<file path="src/rtl/issue_pkg.sv">
// issue_pkg: shared widths, state encoding and helpers for the issue stage.
// Optional: ISSUE_STALL_CNT_EN enables the saturating stall counter.
`default_nettype none

package issue_pkg;

  localparam int DEF_BIT_WIDTH = 32;
  localparam int DEF_REG_WIDTH = 4;
  localparam int DEF_OP_WIDTH  = 6;
  localparam int STALL_CNT_W   = 32;

  typedef enum logic [0:0] {
    EMPTY = 1'b0,
    FULL  = 1'b1
  } issue_state_e;

  function automatic logic [STALL_CNT_W-1:0] sat_inc(input logic [STALL_CNT_W-1:0] v);
    return (&v) ? v : v + 1'b1;
  endfunction

endpackage

`default_nettype wire

</file>
<file path="src/rtl/issue_stage_if.sv">
// issue_stage_if: decode->issue and issue->execute valid/ready channels.
// master drives the payload and valid, slave drives ready.
`default_nettype none

interface issue_id_if
  import issue_pkg::*;
#(
  parameter int BIT_WIDTH = DEF_BIT_WIDTH,
  parameter int REG_WIDTH = DEF_REG_WIDTH,
  parameter int OP_WIDTH  = DEF_OP_WIDTH
);
  logic                 valid;
  logic                 ready;
  logic [OP_WIDTH-1:0]  op;
  logic [REG_WIDTH-1:0] dr;
  logic [REG_WIDTH-1:0] sr1;
  logic [REG_WIDTH-1:0] sr2;
  logic                 use1;
  logic                 use2;
  logic                 wr;
  logic [BIT_WIDTH-1:0] imm;

  modport master (output valid, op, dr, sr1, sr2, use1, use2, wr, imm, input ready);
  modport slave  (input valid, op, dr, sr1, sr2, use1, use2, wr, imm, output ready);
endinterface

interface issue_ex_if
  import issue_pkg::*;
#(
  parameter int BIT_WIDTH = DEF_BIT_WIDTH,
  parameter int REG_WIDTH = DEF_REG_WIDTH,
  parameter int OP_WIDTH  = DEF_OP_WIDTH
);
  logic                 valid;
  logic                 ready;
  logic [OP_WIDTH-1:0]  op;
  logic [BIT_WIDTH-1:0] a;
  logic [BIT_WIDTH-1:0] b;
  logic [BIT_WIDTH-1:0] imm;
  logic [REG_WIDTH-1:0] dr;
  logic                 wr;

  modport master (output valid, op, a, b, imm, dr, wr, input ready);
  modport slave  (input valid, op, a, b, imm, dr, wr, output ready);
endinterface

`default_nettype wire

</file>
<file path="src/rtl/operand_select.sv">
// operand_select: per-source RAW hazard detection and forward/regfile operand mux.
`default_nettype none

module operand_select
  import issue_pkg::*;
#(
  parameter int BIT_WIDTH = DEF_BIT_WIDTH
) (
  input  logic                 use_src,
  input  logic                 busy,
  input  logic                 fwd,
  input  logic [BIT_WIDTH-1:0] val,
  input  logic [BIT_WIDTH-1:0] wb_data,
  output logic                 hazard,
  output logic [BIT_WIDTH-1:0] operand
);

  // A forwarded value resolves the hazard even though the busy bit is still set.
  assign hazard  = use_src & busy & ~fwd;
  assign operand = fwd ? wb_data : val;

endmodule

`default_nettype wire

</file>
<file path="src/rtl/issue_stage.sv">
// issue_stage: RAW-stalling issue stage with a one-entry execute register.
// Optional: ISSUE_STALL_CNT_EN adds a saturating stall_cnt output.
`default_nettype none

module issue_stage
  import issue_pkg::*;
#(
  parameter int BIT_WIDTH = DEF_BIT_WIDTH,
  parameter int REG_WIDTH = DEF_REG_WIDTH,
  parameter int OP_WIDTH  = DEF_OP_WIDTH
) (
  input  logic                   clk,
  input  logic                   rst,
  issue_id_if.slave              id,
  output logic [REG_WIDTH-1:0]   rf_sr1,
  output logic [REG_WIDTH-1:0]   rf_sr2,
  input  logic [BIT_WIDTH-1:0]   rf_val1,
  input  logic [BIT_WIDTH-1:0]   rf_val2,
  input  logic                   rf_busy1,
  input  logic                   rf_busy2,
  input  logic                   rf_fwd1,
  input  logic                   rf_fwd2,
  input  logic [BIT_WIDTH-1:0]   wb_data,
  output logic                   rf_wrtEn,
  output logic [REG_WIDTH-1:0]   rf_wrtR,
  output logic                   rf_busyClr,
  input  logic                   flush,
`ifdef ISSUE_STALL_CNT_EN
  output logic [STALL_CNT_W-1:0] stall_cnt,
`endif
  issue_ex_if.master             ex
);

  localparam logic [0:0] ST_EMPTY = EMPTY;
  localparam logic [0:0] ST_FULL  = FULL;

  logic [0:0]           r_state;
  logic [OP_WIDTH-1:0]  r_op;
  logic [BIT_WIDTH-1:0] r_a;
  logic [BIT_WIDTH-1:0] r_b;
  logic [BIT_WIDTH-1:0] r_imm;
  logic [REG_WIDTH-1:0] r_dr;
  logic                 r_wr;

  logic                 w_haz1;
  logic                 w_haz2;
  logic [BIT_WIDTH-1:0] w_opnd1;
  logic [BIT_WIDTH-1:0] w_opnd2;
  logic                 w_space;
  logic                 w_id_ready;
  logic                 w_fire;
  logic                 w_drop_clr;

  operand_select #(.BIT_WIDTH(BIT_WIDTH)) u_src1 (
    .use_src (id.use1),
    .busy    (rf_busy1),
    .fwd     (rf_fwd1),
    .val     (rf_val1),
    .wb_data (wb_data),
    .hazard  (w_haz1),
    .operand (w_opnd1)
  );

  operand_select #(.BIT_WIDTH(BIT_WIDTH)) u_src2 (
    .use_src (id.use2),
    .busy    (rf_busy2),
    .fwd     (rf_fwd2),
    .val     (rf_val2),
    .wb_data (wb_data),
    .hazard  (w_haz2),
    .operand (w_opnd2)
  );

  assign rf_sr1 = id.sr1;
  assign rf_sr2 = id.sr2;

  assign w_space    = (r_state == ST_EMPTY) | ex.ready;
  assign w_id_ready = rst & ~flush & w_space & ~w_haz1 & ~w_haz2;
  assign w_fire     = id.valid & w_id_ready;
  assign id.ready   = w_id_ready;

  // A held writer killed before execute took it must release its busy bit.
  assign w_drop_clr = rst & flush & (r_state == ST_FULL) & r_wr & ~ex.ready;

  always_comb begin
    rf_wrtEn   = 1'b0;
    rf_wrtR    = '0;
    rf_busyClr = 1'b0;
    if (w_drop_clr) begin
      rf_wrtEn   = 1'b1;
      rf_wrtR    = r_dr;
      rf_busyClr = 1'b1;
    end else if (w_fire & id.wr) begin
      rf_wrtEn   = 1'b1;
      rf_wrtR    = id.dr;
      rf_busyClr = 1'b0;
    end
  end

  always_ff @(posedge clk) begin
    if (!rst) begin
      r_state <= ST_EMPTY;
      r_op    <= '0;
      r_a     <= '0;
      r_b     <= '0;
      r_imm   <= '0;
      r_dr    <= '0;
      r_wr    <= 1'b0;
    end else if (flush) begin
      r_state <= ST_EMPTY;
    end else if (w_fire) begin
      r_state <= ST_FULL;
      r_op    <= id.op;
      r_a     <= w_opnd1;
      r_b     <= w_opnd2;
      r_imm   <= id.imm;
      r_dr    <= id.dr;
      r_wr    <= id.wr;
    end else if (ex.ready) begin
      r_state <= ST_EMPTY;
    end
  end

  assign ex.valid = (r_state == ST_FULL);
  assign ex.op    = r_op;
  assign ex.a     = r_a;
  assign ex.b     = r_b;
  assign ex.imm   = r_imm;
  assign ex.dr    = r_dr;
  assign ex.wr    = r_wr;

`ifdef ISSUE_STALL_CNT_EN
  logic [STALL_CNT_W-1:0] r_stall_cnt;

  always_ff @(posedge clk) begin
    if (!rst) begin
      r_stall_cnt <= '0;
    end else if (id.valid & ~w_id_ready & ~flush) begin
      r_stall_cnt <= sat_inc(r_stall_cnt);
    end
  end

  assign stall_cnt = r_stall_cnt;
`endif

endmodule

`default_nettype wire

</file>
<file path="src/flat_wrapper.sv">
// flat-port wrapper written by rule: the top's interface ports become plain ports
module issue_stage_flat import issue_pkg::*;
#(
  parameter int BIT_WIDTH = DEF_BIT_WIDTH,
  parameter int REG_WIDTH = DEF_REG_WIDTH,
  parameter int OP_WIDTH  = DEF_OP_WIDTH
)
  (clk, rst, rf_sr1, rf_sr2, rf_val1, rf_val2, rf_busy1, rf_busy2, rf_fwd1, rf_fwd2, wb_data, rf_wrtEn, rf_wrtR, rf_busyClr, flush, id_valid, id_op, id_dr, id_sr1, id_sr2, id_use1, id_use2, id_wr, id_imm, id_ready, ex_valid, ex_op, ex_a, ex_b, ex_imm, ex_dr, ex_wr, ex_ready);
  issue_id_if #(.BIT_WIDTH(BIT_WIDTH), .REG_WIDTH(REG_WIDTH), .OP_WIDTH(OP_WIDTH)) id_i ();
  issue_ex_if #(.BIT_WIDTH(BIT_WIDTH), .REG_WIDTH(REG_WIDTH), .OP_WIDTH(OP_WIDTH)) ex_i ();
  input  logic clk;
  input  logic rst;
  output logic [REG_WIDTH-1:0] rf_sr1;
  output logic [REG_WIDTH-1:0] rf_sr2;
  input  logic [BIT_WIDTH-1:0] rf_val1;
  input  logic [BIT_WIDTH-1:0] rf_val2;
  input  logic rf_busy1;
  input  logic rf_busy2;
  input  logic rf_fwd1;
  input  logic rf_fwd2;
  input  logic [BIT_WIDTH-1:0] wb_data;
  output logic rf_wrtEn;
  output logic [REG_WIDTH-1:0] rf_wrtR;
  output logic rf_busyClr;
  input  logic flush;
  input wire logic [$bits(id_i.valid)-1:0] id_valid;
  input wire logic [$bits(id_i.op)-1:0] id_op;
  input wire logic [$bits(id_i.dr)-1:0] id_dr;
  input wire logic [$bits(id_i.sr1)-1:0] id_sr1;
  input wire logic [$bits(id_i.sr2)-1:0] id_sr2;
  input wire logic [$bits(id_i.use1)-1:0] id_use1;
  input wire logic [$bits(id_i.use2)-1:0] id_use2;
  input wire logic [$bits(id_i.wr)-1:0] id_wr;
  input wire logic [$bits(id_i.imm)-1:0] id_imm;
  output wire logic [$bits(id_i.ready)-1:0] id_ready;
  output wire logic [$bits(ex_i.valid)-1:0] ex_valid;
  output wire logic [$bits(ex_i.op)-1:0] ex_op;
  output wire logic [$bits(ex_i.a)-1:0] ex_a;
  output wire logic [$bits(ex_i.b)-1:0] ex_b;
  output wire logic [$bits(ex_i.imm)-1:0] ex_imm;
  output wire logic [$bits(ex_i.dr)-1:0] ex_dr;
  output wire logic [$bits(ex_i.wr)-1:0] ex_wr;
  input wire logic [$bits(ex_i.ready)-1:0] ex_ready;
  assign id_i.valid = id_valid;
  assign id_i.op = id_op;
  assign id_i.dr = id_dr;
  assign id_i.sr1 = id_sr1;
  assign id_i.sr2 = id_sr2;
  assign id_i.use1 = id_use1;
  assign id_i.use2 = id_use2;
  assign id_i.wr = id_wr;
  assign id_i.imm = id_imm;
  assign id_ready = id_i.ready;
  assign ex_valid = ex_i.valid;
  assign ex_op = ex_i.op;
  assign ex_a = ex_i.a;
  assign ex_b = ex_i.b;
  assign ex_imm = ex_i.imm;
  assign ex_dr = ex_i.dr;
  assign ex_wr = ex_i.wr;
  assign ex_i.ready = ex_ready;
  issue_stage #(.BIT_WIDTH(BIT_WIDTH), .REG_WIDTH(REG_WIDTH), .OP_WIDTH(OP_WIDTH)) u_core (.clk(clk), .rst(rst), .id(id_i), .rf_sr1(rf_sr1), .rf_sr2(rf_sr2), .rf_val1(rf_val1), .rf_val2(rf_val2), .rf_busy1(rf_busy1), .rf_busy2(rf_busy2), .rf_fwd1(rf_fwd1), .rf_fwd2(rf_fwd2), .wb_data(wb_data), .rf_wrtEn(rf_wrtEn), .rf_wrtR(rf_wrtR), .rf_busyClr(rf_busyClr), .flush(flush), .ex(ex_i));
endmodule
</file>
<file path="config.mk">
export PLATFORM = sky130hd
export DESIGN_NAME = issue_stage_flat
export DESIGN_NICKNAME = d
export VERILOG_FILES = /design/src/rtl/issue_pkg.sv /design/src/rtl/issue_stage_if.sv /design/src/rtl/operand_select.sv /design/src/rtl/issue_stage.sv /design/src/flat_wrapper.sv
export SDC_FILE = /design/constraint.sdc
export NUM_CORES = 1
export LEC_CHECK = 0
export CORE_MARGIN = 5
export CORE_UTILIZATION = 41
export DETAILED_ROUTE_END_ITERATION = 10
export PLACE_DENSITY_LB_ADDON = 0.2
export SYNTH_ARGS = -nofsm -noshare
export SYNTH_HDL_FRONTEND = slang
export SYNTH_SLANG_ARGS = --single-unit
</file>
<file path="constraint.sdc">
create_clock -name clk -period 5.7 [get_ports clk]
set_clock_uncertainty 0.05 [all_clocks]
set_input_delay 1.14 -clock clk [delete_from_list [all_inputs] [get_ports clk]]
set_output_delay 1.14 -clock clk [all_outputs]
set_load 0.005 [all_outputs]
</file>
* Word level (Yosys, flattened, before mapping)
Index checks and enable logic that the tools add are counted.
Widths: inputs -> output; s select.
** Word-level totals
- Bits in registers :: 108
- Input port bits :: 158
- Output and inout bits :: 123
- Logic and storage cells :: 42
** Cells by class
- Muxes and demuxes :: 9
- Bitwise logic cells :: 23
- Reductions and logical operators :: 3
** Operators by type and width (number)
- $mux 32 :: 2
- $and 1x1->1 :: 14
- $mux 4 :: 2
- $not 1->1 :: 8
- $mux 1 :: 5
- $reduce_and 2->1 :: 1
- $reduce_bool 2->1 :: 1
- $reduce_or 2->1 :: 1
- $or 1x1->1 :: 1

* Longest topological paths before layout
Gate-level depths: netlist of the first run.
- Word-level depth :: 9
- Mapped depth :: 7
- Gate-level depth less buffers :: 4

* Hierarchy
A second synthesis of the first run with hierarchy kept.
** Unflattened totals
- Cell total of the unflattened synthesis :: 586
- Area, all modules :: 5302.6 um^2
** By module, submodules not included
- issue_stage :: times used 1, cells each 512, area each 4204.0 um^2, seq. area each 2162.1 um^2
- operand_select :: times used 2, cells each 37, area each 549.3 um^2, seq. area each 0.0 um^2

* Least setup slack after synthesis of the first run
Ideal clock, no wire load.
- Path kind :: input to output
- From :: input rf_fwd1
- To :: output rf_wrtR[0]
- Arrival time :: 2186 ps
- Required time :: 4510 ps
- Setup slack :: 2324 ps
- Cell stages on the path :: 4
- Buffers on the path :: 1
- Path through :: buf_2 -> o22ai_2 -> nor4b_1 -> a32o_1
** Between the ends
- Cells in the longest elaborated chain, start to end :: 9
** Ends and longest elaborated chain
- from (decl) :: line flat_wrapper.sv:19 : input logic rf_fwd1;
- $not 1->1 :: line operand_select.sv:19 : assign hazard = use_src & busy & ~fwd;
- $and 1x1->1 :: line operand_select.sv:19
- $not 1->1 :: line issue_stage.sv:78 : assign w_id_ready = rst & ~flush & w_space & ~w_haz1 & ~w_haz2;
- $and 1x1->1 (2 in series) :: line issue_stage.sv:78
- $and 1x1->1 :: line issue_stage.sv:79 : assign w_fire = id.valid & w_id_ready;
- $and 1x1->1 :: line issue_stage.sv:93 : end else if (w_fire & id.wr) begin
- $mux 4 :: line issue_stage.sv:93
- $mux 4 :: line issue_stage.sv:89 : if (w_drop_clr) begin
- to (decl) :: line flat_wrapper.sv:23 : output logic [REG_WIDTH-1:0] rf_wrtR;
No other way between the ends.

* Worst setup path after layout of the first run
- From :: input id_use2
- To :: output rf_wrtR[2]
** Between the ends
- Cells in the longest elaborated chain, start to end :: 8
** Ends and longest elaborated chain
- from (decl) :: line flat_wrapper.sv:32 : input wire logic [$bits(id_i.use2)-1:0] id_use2;
- $and 1x1->1 (2 in series) :: line operand_select.sv:19
- $not 1->1 :: line issue_stage.sv:78
- $and 1x1->1 :: line issue_stage.sv:78
- $and 1x1->1 :: line issue_stage.sv:79
- $and 1x1->1 :: line issue_stage.sv:93
- $mux 4 :: line issue_stage.sv:93
- $mux 4 :: line issue_stage.sv:89
No other way between the ends.

==> summary.txt, run 1 <==
Pwr
  – Leakage: 3.78 nW
  – Worst VDD drop: 120 uV
  – Pwr Density: 224 nW/um^2

CTS
  – CTS tree: yes
  – # hold bufs at CTS: 0
  – # H-tree levels: 3
  – TritonCTS Buffers: 9
  – Post-cts resize count: 0
  – Max Buffers Root-to-Sink: 2
  – Setup repair bufs after CTS: 0
  – CTS clk-pin slew, worst paths: 0.07 ns
  – CTS Sinks: 108
  – Latest clock arrival within the worst-skew pair: between 0.3 and 0.4 ns
  – CTS root buffer: clkbuf_16

Synthesis
  – Synth Register Bits: 108
  – Commonest cells post-synth: mux2i_1, nand2_1, dfxtp_1
  – Synth cell types: 16
  – Share of the synthesized area in the top cell type: 45.3%
  – Sequential area share after synthesis: 45.3%
  – Mapped Area: 4780 um^2
  – Post-synth EDFFs: 0
  – Async SR Flop Fraction: 0%
  – Main area contributors after synthesis: dfxtp_1, mux2i_1, nand2_1
  – Post-Synthesis Cells: 486
  – Most numerous cell in the Yosys netlist: mux2i_1
  – Synth Warn #: 0
  – Syn_nets: 644
  – Ys flop type: dfxtp_1
  – Syn Area/Cell: around 10 um^2
  – Post-synth top area cell: dfxtp_1

Place
  – Final HPWL DP: 11400 um
  – # placed instances: ~860
  – Placed inst area: 7410 um^2
  – Gpl congestion: 0.818
  – Port bufs: between 200 and 300

Finish
  – Area Overhead vs Synth: 60.6%
  – Fill cells: 920
  – Ant. Diodes: 0
  – Fin util: 67.2%
  – Layout Cells excl Fill: 874
  – Ratio of cells with drive above 1 in the final layout: under 10%
  – Final layout net count: 884
  – Design Area, Final: between 7000 and 8000 um^2

Drt
  – DR vias: 4209
  – Pre-antenna DRT Iters: 4
  – Violation count after the first detailed-route iteration: 178
  – Routed WL: 15000 um
  – WL met2: 7260 um
  – DR WL met3: 1270 um
  – Drt wl/cell: approximately 17 um
  – DR top layer: met4
  – # DRC: 0
  – Final ANT Viol Nets: 0
  – Via/cell ratio: 4.82
  – Met1 Wirelength: 5870 um

Job
  – Maxcap violations: 0

STA
  – Setup TNS: 0 ns
  – Final worst-path cycle share: 79.9%
  – RSZ-0062 raised after global routing: no
  – Slew Limit Fails: 0
  – Slew of the pin with the lowest slew margin: 1.08 ns
  – Setup violators final: 0
  – Min Tclk post-route: 4.55 ns
  – Worst relative slew slack: ~28%
  – Fmax: 220 MHz
  – Worst hold slack: about 0.4 ns
  – Final Hold Fails: 0

Setup path
  – Crit path capture type: output pin
  – CP Data Arrival Time: 3.36 ns
  – Max Fanout on Critical Path: 5
  – Startpoint Class: input port
  – Required @ worst endpoint: 4.51 ns
  – CP Class: input port to output pin

Global routing
  – Vias in the first global route: 4504
  – First-pass GRT wire length: ~23000 um
  – Total grt overflow: 0
  – GRT Total Usage: about a fifth
  – Largest net degree at the start of global routing: 107
  – Initial antenna violation count: 0

Floorplan
  – Chip height: 118 um
  – Io pins: 281
  – Starting Density: 41.8%
  – Core region area: around 11000 um^2
  – Cell Rows: 39
  – Die X: between 100 and 150 um
  – Die area: ~14000 um^2

Run status
  – Status: complete, no violations

Hold path
  – Min-delay worst type: flop to flop
[cells by family after synthesis]
family	after synthesis	synth area share, %
and+or+nand+nor	115	9.38
DFF	108	45.3
AOI/OAI and AO/OA	7	1.36
buffers and inverters	85	8.15
muxes	171	35.8
[per-layer routing]
layer | track usage, % | up-vias
li1 | - | 2078
met1 | 22.3 | 1922
met2 | 35.9 | 178
met3 | 7.50 | 31
met4 | 9.96 | 0
met5 | 0 | -
[stage by stage]
stage / setup WS [ns] / power (mW)
2_1_floorplan: 2.32 / 0.954
6_report: 1.15 / 1.72
4_1_cts: 1.20 / 1.74
3_3_place_gp: 1.26 / 1.16
5_1_grt: 0.965 / 1.79
3_5_place_dp: 1.21 / 1.17
[state kept, by name (all words and copies together) (netlist names)]
| signal | flops |
|---|---|
| u_core.ex.a | 32 |
| u_core.ex.op | 6 |
| u_core.ex.imm | 32 |
| u_core.ex.b | 32 |
| u_core.ex.dr | 4 |
| u_core.ex.valid | 1 |
| u_core.ex.wr | 1 |
[cells in the final DEF, fill, tap and decap left out]
master | Yosys | final
clkdlybuf4s50_1 | 0 | 261
mux2i_1 | 171 | 171
nand2_1 | 110 | 110
dfxtp_1 | 108 | 108
inv_1 | 45 | 45
clkbuf_16 | 0 | 9
buf_4 | 9 | 6
a32o_1 | 4 | 4
clkbuf_1 | 17 | 4
nor3_1 | 2 | 2
clkinv_2 | 0 | 2
buf_2 | 11 | 2
nor2b_1 | 1 | 1
o22ai_2 | 1 | 1
nor4b_1 | 1 | 1
a21o_1 | 1 | 1
or4b_4 | 0 | 1
a21oi_1 | 1 | 1
clkbuf_8 | 0 | 1
[final timing paths]
| check | start | to | slack, ns | depth (start not counted) |
|---|---|---|---|---|
| setup / recovery | id_use2 | rf_wrtR[2] | 1.15 | 6 |
| hold / removal | u_core.ex.a[30] | u_core.ex.a[30] | 0.41 | 2 |
| setup reg to reg | u_core.ex.valid | u_core.ex.op[2] | 3.36 | 4 |
| hold reg to reg | u_core.ex.a[30] | u_core.ex.a[30] | 0.41 | 2 |
[report_power, final]
part / leakage [nW] / switching, mW / total, mW / internal [mW]
logic: 2.77 / 0.116 / 0.329 / 0.212
registers: 0.882 / 0.0216 / 0.818 / 0.797
clock network: 0.131 / 0.263 / 0.571 / 0.308
[cell type report]
cell class	count	area [um^2]	share of cell area, %
repair buffers	269	2670	34.8
multi-input cells	293	2230	29.1
flip-flops and latches	108	2160	28.2
clock buffers	14	254	3.31
well taps	143	179	2.33
inverters	45	169	2.20
clock inverters	2	10.0	0.131
[critical path: stages]
cell and delay, ns:
clkdlybuf4s50_1 0.41, nand2_1 0.08, o22ai_2 0.09, nor4b_1 0.84, a32o_1 0.29, clkdlybuf4s50_1 0.51
Power figures use the tool's default switching activity.
==> run 2: changes to the inputs <==
CORE_UTILIZATION = 34   (was 41)
clock period = 3.65 ns   (was 5.7 ns; I/O delays follow)
==> summary.txt, run 2 (synthesis results as in run 1) <==
Floorplan
  – Die area: 16500 um^2 (was 13900 um^2)
  – Io pins: 281 (unchanged)
  – Die X: 129 um (was 118 um)
  – Starting Density: 34.5% (was 41.8%)
  – Core region area: 13800 um^2 (was 11400 um^2)
  – Cell Rows: 43 (was 39)
  – Chip height: 129 um (was 118 um)

Finish
  – Ratio of cells with drive above 1 in the final layout: 3.81% (was 3.01%)
  – Most frequent cells in the layout: clkdlybuf4s50_1, mux2i_1, nand2_1, dfxtp_1, inv_1 (unchanged)
  – Commonest non-fill, non-tap cell in the layout: clkdlybuf4s50_1 (unchanged)
  – Area Overhead vs Synth: 63.6% (was 60.6%)
  – Fin util: 56.5% (was 67.2%)
  – Ant. Diodes: 0 (unchanged)
  – Final layout net count: 888 (was 884)

Drt
  – Violation count after the first detailed-route iteration: 141 (was 178)
  – Routed WL: 15300 um (was 15000 um)
  – DR vias: 4215 (was 4209)
  – Via/cell ratio: 4.61 (was 4.82)
  – # DRC: 0 (unchanged)
  – Pre-antenna DRT Iters: 4 (unchanged)
  – Drt wl/cell: 16.7 um (was 17.1 um)
  – Final ANT Viol Nets: 0 (unchanged)

Setup path
  – Crit path buf inv count: 3 (was 2)
  – Reg2reg start: u_core.ex.valid (unchanged)
  – CP dominant cell by count: clkdlybuf4s50_1 (unchanged)
  – R2R cell count: 4 (unchanged)
  – Required @ worst endpoint: 2.87 ns (was 4.51 ns)
  – Worst R2R End: u_core.ex.imm[1] (was u_core.ex.op[2])
  – Critical-path top delay cell: clkdlybuf4s50_1 (was nor4b_1)
  – R2R Setup Slk: 1.63 ns (was 3.36 ns)
  – Crit path max-delay family: buffers and inverters (unchanged)
  – Crit path capture type: output pin (unchanged)
  – Setup crit start: id_use2 (unchanged)
  – Startpoint Class: input port (unchanged)
  – CP Class: input port to output pin (unchanged)
  – Slowest cell delay on critical path: 0.51 ns (was 0.84 ns)
  – CP Data Arrival Time: 2.56 ns (was 3.36 ns)
  – Max Fanout on Critical Path: 5 (unchanged)
  – CP cell instances: clkdlybuf4s50_1, nand2_1, o22ai_2, nor4b_1, buf_4, a32o_1, clkdlybuf4s50_1 (was clkdlybuf4s50_1, nand2_1, o22ai_2, nor4b_1, a32o_1, clkdlybuf4s50_1)

STA
  – Worst relative slew slack: 35.5% (was 27.8%)
  – Setup WS post-layout: 0.315 ns (was 1.15 ns)
  – Min Tclk post-route: 3.34 ns
  – Fmax: roughly 300 MHz
  – Final Hold Fails: 0 (unchanged)
  – RSZ-0062 raised after global routing: no (unchanged)
  – Setup violators final: 0 (unchanged)
  – Final worst-path cycle share: between 90% and 100%
  – Slew Limit Fails: 0 (unchanged)
  – Slew of the pin with the lowest slew margin: 0.968 ns (was 1.08 ns)
  – Setup TNS: 0 ns (unchanged)

CTS
  – CTS tree: yes (unchanged)
  – Latest clock arrival within the worst-skew pair: 0.34 ns (about the same)
  – Post-cts resize count: 0 (unchanged)
  – # hold bufs at CTS: 0 (unchanged)
  – # H-tree levels: 3 (unchanged)
  – CTS root buffer: clkbuf_16 (unchanged)
  – CTS Sinks: 108 (unchanged)
  – TritonCTS Buffers: 9 (unchanged)
  – CTS clk-pin slew, worst paths: 0.07 ns (about the same)
  – Max Buffers Root-to-Sink: 2 (unchanged)
  – Setup repair bufs after CTS: 0 (unchanged)

Global routing
  – Vias in the first global route: 4526 (was 4504)
  – Largest net degree at the start of global routing: 92 (was 107)
  – Initial antenna violation count: 0 (unchanged)
  – Total grt overflow: 0 (unchanged)
  – GRT Total Usage: 17.9% (was 20.7%)
  – First-pass GRT wire length: 23400 um (about the same)

Job
  – Maxcap violations: 0 (unchanged)

Place
  – Final HPWL DP: 11700 um (was 11400 um)
  – Place WS: 0.337 ns (was 1.21 ns)
  – Gpl congestion: 0.820 (was 0.818)
  – Port bufs: 264 (unchanged)

Pwr
  – Seq pwr share: 45.6% (was 47.6%)
  – Comb power frac: 18.6% (was 19.1%)
  – Clock Power Share: 35.8% (was 33.2%)
  – Net Switching: 650 uW (was 401 uW)
  – Net Sw Frac: 23.2% (was 23.3%)
  – Leakage: 3.83 nW (was 3.78 nW)
  – Worst VDD drop: 190 uV (was 120 uV)
  – Int Pwr: 2.15 mW (was 1.32 mW)
  – Pwr Density: 359 nW/um^2 (was 224 nW/um^2)

Hold path
  – Min-delay worst type: flop to flop (unchanged)
  – Hold Startpoint: u_core.ex.imm[20] (was u_core.ex.a[30])
  – Hold path cells: 2 (unchanged)
  – Hold path endpoint: u_core.ex.imm[20] (was u_core.ex.a[30])

Run status
  – Status: complete, no violations (unchanged)
-- run 2: worst max path at each step --
stage                             to  slack, ns  depth (start not counted)
final                     rf_wrtR[3]       0.31                          7
after global routing      rf_wrtR[0]       0.20                          7
after CTS                 rf_wrtR[2]       0.32                          7
after detailed placement  rf_wrtR[3]       0.34                          7
after global placement    rf_wrtR[2]       0.35                          7
after floorplan           rf_wrtR[0]       1.09                          4
-- run 2: worst register-to-register path: stages, from the launching register on --
cell	delay, ns
dfxtp_1	0.31
nor2b_1	0.16
or4b_4	0.86
buf_4	0.35
mux2i_1	0.16
-- run 2: area by class of cell --
type | count | area, um^2
Fill cell | 1213 | 6020
Inverter | 45 | 169
Timing Repair Buffer | 273 | 2720
Clock buffer | 13 | 260
Sequential cell | 108 | 2160
Clock inverter | 3 | 43.8
Tap cell | 180 | 225
Multi-Input combinational cell | 293 | 2230
-- run 2: metrics by stage --
| stage | power (mW) | hold WS (ns) | cell area (um^2) | cells |
|---|---|---|---|---|
| 2_1_floorplan | 1.49 | 0.404 | 4780 | 486 |
| 3_5_place_dp | 1.83 | 0.404 | 7510 | 899 |
| 5_1_grt | 2.93 | 0.425 | 7810 | 915 |
| 6_report | 2.80 | 0.410 | 7810 | 915 |
| 4_1_cts | 2.84 | 0.411 | 7810 | 915 |
| 3_3_place_gp | 1.82 | 0.395 | 7510 | 899 |
-- run 2: layer usage --
layer / GRT usage, % / routed length, um / part of all wire [%]
met1: 20.0 / 5980 / 39
met2: 32.1 / 7650 / 50
met3: 5.98 / 1430 / 9.4
met4: 5.50 / 205 / 1.3
met5: 0 / 0 / 0
-- run 2: power groups by stage --
stage | combinational (mW) | sequential, mW | clock (mW)
finish | 0.520 | 1.28 | 1.00
global route | 0.563 | 1.28 | 1.08
CTS | 0.530 | 1.28 | 1.03
detailed placement | 0.528 | 1.30 | 0
global placement | 0.520 | 1.30 | 0
floorplan | 0.181 | 1.31 | 0
==> variant: new RTL, config.mk and constraints of run 2 <==
`DEF_REG_WIDTH`: 4 -> 6.
--- a/src/rtl/issue_pkg.sv
+++ b/src/rtl/issue_pkg.sv
@@ -5,7 +5,7 @@
 package issue_pkg;
 
   localparam int DEF_BIT_WIDTH = 32;
-  localparam int DEF_REG_WIDTH = 4;
+  localparam int DEF_REG_WIDTH = 6;
   localparam int DEF_OP_WIDTH  = 6;
   localparam int STALL_CNT_W   = 32;
 
Ports: changed (7 resized); port bits go from 281 to 295. The function was not compared with the original's and may differ.
==> variant against run 2 <==
- power up 1.8%
- die area up 5.9%
- cell count up 1.9%
- largest cell class unchanged
- cell area up 1.9%
- setup slack worse by 0.068 ns
- combinational power up 2%
- synthesized area up 6.4%
- synthesized cell count up 3.5%
- register-to-register slack better by 0.45 ns
- maximum frequency down 2.0%
- sequential cell count up 2
- routed wire length up 3.5%
==> variant: results (changes against run 2) <==
[synthesis]
ys_seq_area_frac = 0.433  ; was 0.453
ys_types = 21  ; was 16
syn-num-nets = 667  ; was 644
synth_area_leaders = dfxtp_1 43%, mux2i_1 34%, nand2_1 8.3%  ; was dfxtp_1 45%, mux2i_1 36%, nand2_1 8.6%
syn_area_um2 = 5080  ; was 4780 um^2
synth_compound_gate_area_share = 0.0162  ; was 0.0136
synth.avg_cell_area_um2 = 10.1  ; was 9.83 um^2

[final_layout]
inverters = 46  ; was 45
utilization = 0.546  ; was 0.565
multi_input_area_um2 = 2290  ; was 2230 um^2
buf_share = 0.347  ; was 0.349
final_cells = 932  ; was 915
drive_above_1_share = 0.0361  ; was 0.0381
non_clock_buffer_count = 276  ; was 273

[place]
place.port_buffers = 270  ; was 264
place.gp.congestion = 0.822  ; was 0.820
pre_cts_ws_ns = 0.266  ; was 0.337 ns
dp.cells = 917  ; was 899

[setup_path]
critPathLaunch = flush  ; was id_use2
r2r.worst_path.cells = 5  ; was 4
crit_fanout = 7  ; was 5
rrSetupSlack_ns = 2.08  ; was 1.63 ns
cp.arrival_ns = 2.62  ; was 2.56 ns
max_stage_delay_ns = 0.53  ; was 0.51 ns

[global_route]
grt_pass1_wl_mm = 24.7  ; was 23.4 mm
first_global_vias = 4546  ; was 4526
grt_start_max_net_pins = 109  ; was 92

[status]
outcome = finished clean  ; unchanged

[timing]
holdWs_ns = 0.407  ; was 0.410 ns
slew_headroom = 0.217  ; was 0.355

[detailed_routing]
avgViaCountPerCell = 4.60  ; was 4.61

==> variant: cell count changes after synthesis, moves of 2 or more <==
| cell | before | now |
|---|---|---|
| mux2i_1 | 171 | 173 |
| dfxtp_1 | 108 | 110 |
| nand2_1 | 110 | 112 |
| buf_12 | 0 | 11 |
| buf_4 | 9 | 14 |
| buf_2 | 11 | 8 |
| clkbuf_1 | 17 | 10 |
| nor3_1 | 2 | 0 |
| a32o_1 | 4 | 6 |
==> variant: worst paths after layout <==
kind	to
setup / recovery	rf_wrtR[3]
hold reg to reg	u_core.ex.imm[26]
hold / removal	u_core.ex.imm[26]
setup reg to reg	u_core.ex.b[10]
==> variant: layer usage <==
layer	GRT usage	vias up	routed length (um)	part of all wire
met5	0	-	0	0
met4	0.0741	0	430	0.027
met3	0.0710	30	1510	0.096
met2	0.278	188	7300	0.46
met1	0.208	1959	6550	0.41
li1	-	2114	-	-
